### src/rtl/prbs_pkg.sv
// Shared definitions for the PRBS9 (x^9 + x^5 + 1) checker.
// Holds the register length, the two feedback tap positions and the
// checker state encoding.
package prbs_pkg;

    localparam int PRBS_LEN = 9;
    localparam int TAP_A    = 0;
    localparam int TAP_B    = 4;

    typedef enum logic [1:0] {
        SEARCH = 2'd0,
        VERIFY = 2'd1,
        LOCKED = 2'd2
    } state_e;

endpackage

### src/rtl/prbs_lfsr_load.sv
// 9-bit PRBS9 register that can either be seeded serially from received
// bits (load) or run freely on its own recursion (advance).
//   clk, rst : clock, asynchronous active-low reset
//   en_i     : step the register this cycle
//   load_i   : 1 = shift din_i in at the top, 0 = shift the prediction in
//   din_i    : serial seed bit
//   pred_o   : next expected stream bit
module prbs_lfsr_load
    import prbs_pkg::*;
(
    input  logic clk,
    input  logic rst,
    input  logic en_i,
    input  logic load_i,
    input  logic din_i,
    output logic pred_o
);

    logic [PRBS_LEN-1:0] lfsr_q;
    logic [PRBS_LEN-1:0] lfsr_d;

    // lfsr_q[0] is the oldest bit s[n]; s[n+9] = s[n] ^ s[n+4].
    assign pred_o = lfsr_q[TAP_A] ^ lfsr_q[TAP_B];

    // Both modes shift right; only the bit entering at the top differs.
    always_comb begin
        lfsr_d = lfsr_q;
        if (en_i) begin
            if (load_i) begin
                lfsr_d = {din_i, lfsr_q[PRBS_LEN-1:1]};
            end else begin
                lfsr_d = {pred_o, lfsr_q[PRBS_LEN-1:1]};
            end
        end
    end

    // Register update.
    always_ff @(posedge clk or negedge rst) begin
        if (!rst) begin
            lfsr_q <= '0;
        end else begin
            lfsr_q <= lfsr_d;
        end
    end

endmodule

### config.mk
export PLATFORM = sky130hd
export DESIGN_NAME = prbs_lfsr_load
export DESIGN_NICKNAME = d
export VERILOG_FILES = /design/src/rtl/prbs_pkg.sv /design/src/rtl/prbs_lfsr_load.sv
export SDC_FILE = /design/constraint.sdc
export NUM_CORES = 1
export LEC_CHECK = 0
export CAP_MARGIN = 15
export CORE_AREA = 2 2 39 41
export CTS_CLUSTER_DIAMETER = 30
export CTS_CLUSTER_SIZE = 16
export DETAILED_ROUTE_END_ITERATION = 16
export DIE_AREA = 0 0 41 43
export SYNTH_ARGS = -nofsm -noshare
export SYNTH_HDL_FRONTEND = slang
export SYNTH_SLANG_ARGS = --single-unit
### constraint.sdc
create_clock -name clk -period 1.2 [get_ports clk]
set_clock_uncertainty 0.05 [all_clocks]
set_input_delay 0.36 -clock clk [delete_from_list [all_inputs] [get_ports clk]]
set_output_delay 0.36 -clock clk [all_outputs]
set_load 0.005 [all_outputs]
==> impl_metrics.csv <==
group,metric,value,unit
final_layout,layout.nets,41,
cts,cts_tree,"built",
final_layout,utilization,0.3409,
sta,max_freq,731.7,MHz
placement,preCtsSetupSlack,-346.5,ps
final_layout,final_cell_mix,"dfrtp_1 (9), mux2_2 (6), buf_4 (4)",
status,outcome,"finished, violations left",
setup_path,startpoint_type,"flip-flop",
cts,cts_buffers,3,
detailed_routing,top_layer,"met4",
sta,slew_viol_final,0,
detailed_routing,drt_iter0_markers,4,
status,failed_checks,"negative setup slack",
floorplanning,io_pins,6,
setup_path,cp_slowest_cell,"dfrtp_1",
detailed_routing,wl,539,um
final_layout,regMostFlops,"lfsr_q",
setup_path,arrival,960,ps
sta,period_share,1.139,
sta,rsz0062_at_grt,"yes",
synth,syn_area,362.8,um^2
cts,cts_sinks,9,
floorplanning,fp.dieW,41,um
power,p_leak,0.2261,nW
sta,final-hold-violation-count,0,
detailed_routing,wl_met2,280,um
final_layout,final_cell_count_no_fill,51,
synth,synth_cell_types,8,
setup_path,crit_family,"flip-flops",
final_layout,largestRegisters,"lfsr_q x9",
cts,clk_pin_slew,60,ps
setup_path,worst-path-buf-inv,1,
global_route,antenna_found_initial,0,
detailed_routing,via_count,220,
cts,clock-root-buffer,"clkbuf_4",
global_route,grt_pass1_wl,848,um
sta,tightest_slew,382.6,ps
power,p_clk_frac,0.217,
synth,synth_warnings,0,
final_layout,seq_area,225.2,um^2
power,p_int,0.0007743,W
detailed_routing,wl_per_cell,10.57,um
floorplanning,core_area,0.001384,mm^2
final_layout,post-route-cell-area,471.7,um^2
power,p_switching,0.0002598,W
sta,max-slew-margin-rel,0.7441,
global_route,gr-total-overflow,0,
sta,finalCriticalPeriod,1367,ps
floorplanning,fp.dieArea,0.001763,mm^2
power,p_seq_frac,0.490,
setup_path,critPathKind,"flip-flop to primary output",
flow_run,cap_violations,0,
final_layout,syn_to_final_growth,30.00,%
cts,cts_htree_levels,1,
final_layout,n_antenna_cell,0,
detailed_routing,ant_nets,0,
final_layout,fillerInstances,145,
floorplanning,fp.dieH,43,um
detailed_routing,viasPerCell,4.314,
final_layout,largest_reg_flops,9,
power,sw_frac_of_total,0.2512,
sta,setup_violations,1,
detailed_routing,wl_met3,34,um
placement,placed_area,451.7,um^2
sta,worst_slack,-166.6,ps
floorplanning,num_rows,14,
cts,clockBufferDepth,2,
placement,gp_congestion,0.6022,
final_layout,multi_input_area,126.4,um^2
setup_path,crit_required,790,ps
detailed_routing,wl_met1,199,um
global_route,grt_pass1_vias,226,
power,pwr-share-comb,0.292,
sta,tns,-166.6,ps
synth,ys_ff_latch,9,
floorplanning,start_util,0.2622,
setup_path,crit_fanout,2,
global_route,track_usage,0.07528,
synth,syn_inst,23,
setup_path,crit_path_cell_trace,"xor2_1 -> buf_2",
cts,worstSkewPairLatency,260,ps
cts,ctsHoldBuffers,0,
placement,post-place-cells,47,
detailed_routing,drcViolationCount,0,
detailed_routing,first_pass_iters,2,
placement,io_buffer_count,5,
synth,synth_seq_area_share,0.6207,
setup_path,cp-end-kind,"primary output",
power,p_per_area,2192,mW/mm^2
worst_hold_path,worstHoldPathType,"input pin to asynchronous set/reset pin",
setup_path,critPathMaxStageDelay,380,ps
power,ir_drop,0.6153,mV
synth,synthesis.nets,28,
final_layout,drive_gt1_frac,0.4000,
global_route,grt_max_degree,10,
final_layout,final_common_cell,"dfrtp_1",
synth,avgSynthCellArea,15.78,um^2
[layout make-up]
type / instances / area share
clock buffer: 4 / 0.05570
timing repair buffer: 9 / 0.1565
sequential: 9 / 0.4775
tap: 16 / 0.04244
multi-input combinational: 13 / 0.2679
[layer usage]
| metal | vias to the layer above | GRT usage |
|---|---|---|
| met3 | 2 | 0 |
| met2 | 6 | 0.1188 |
| met1 | 106 | 0.08054 |
| met5 | - | 0 |
| met4 | 0 | 0.08000 |
| li1 | 106 | - |
[what timing repair did]
| action | 4_1_cts | 5_1_grt |
|---|---|---|
| gates resized for setup | 5 | 0 |
| buffers inserted | 0 | 0 |
| pin swaps | 1 | 0 |
| setup endpoints to repair | 9 | 1 |
| endpoints found under the hold margin | 0 | 0 |
[per-stage QoR]
stage,hold WS [ps],power [W]
finish,335.9,0.001034
global route,375.3,0.001114
global placement,417.1,0.0008348
floorplan,14.41,0.0006612
CTS,338.4,0.001057
detailed placement,426.1,0.0008572
[worst register-to-register path: cells and delay by family (launching register included)]
family          cells  cell delay [ps]
buf+inv             1              140
xor+xnor            1              170
compound gates      1              240
flops               1              380
[power by group through the flow]
stage	clock network [W]	logic, W	registers (W)
3_3_place_gp	0	0.000327	0.000508
5_1_grt	0.000253	0.000332	0.000528
2_1_floorplan	0	0.000166	0.000496
3_5_place_dp	0	0.000341	0.000516
4_1_cts	0.000237	0.000309	0.000511
6_report	0.000225	0.000302	0.000507
[logic make-up after synthesis]
group / after synthesis / synth area share
compound gates: 1 / 0.02414
xor+xnor: 1 / 0.02414
buf+inv: 1 / 0.03103
flops: 9 / 0.6207
mux: 8 / 0.2483
simple gates: 3 / 0.05173
[cell usage after synthesis, drive strengths merged]
library cell  instances  area [um^2]
buf                   1        11.26
xor2                  1        8.760
and3                  1        6.260
mux2                  8        90.08
nor2b                 2        12.51
a211o                 1        8.760
dfrtp                 9        225.2
[worst paths after layout]
kind | depth (start not counted) | start | slack, ps | endpoint
hold reg to reg | 1 | lfsr_q[5] | 430 | lfsr_q[4]
setup reg to reg | 3 | lfsr_q[0] | 120 | lfsr_q[8]
hold / removal | 1 | rst | 340 | lfsr_q[5]
setup / recovery | 2 | lfsr_q[0] | -170 | pred_o
min in group clk | 1 | lfsr_q[5] | 430 | lfsr_q[4]
max in group asynchronous | 1 | rst | 490 | lfsr_q[2]
No activity file was read; power rests on OpenSTA's default activity.
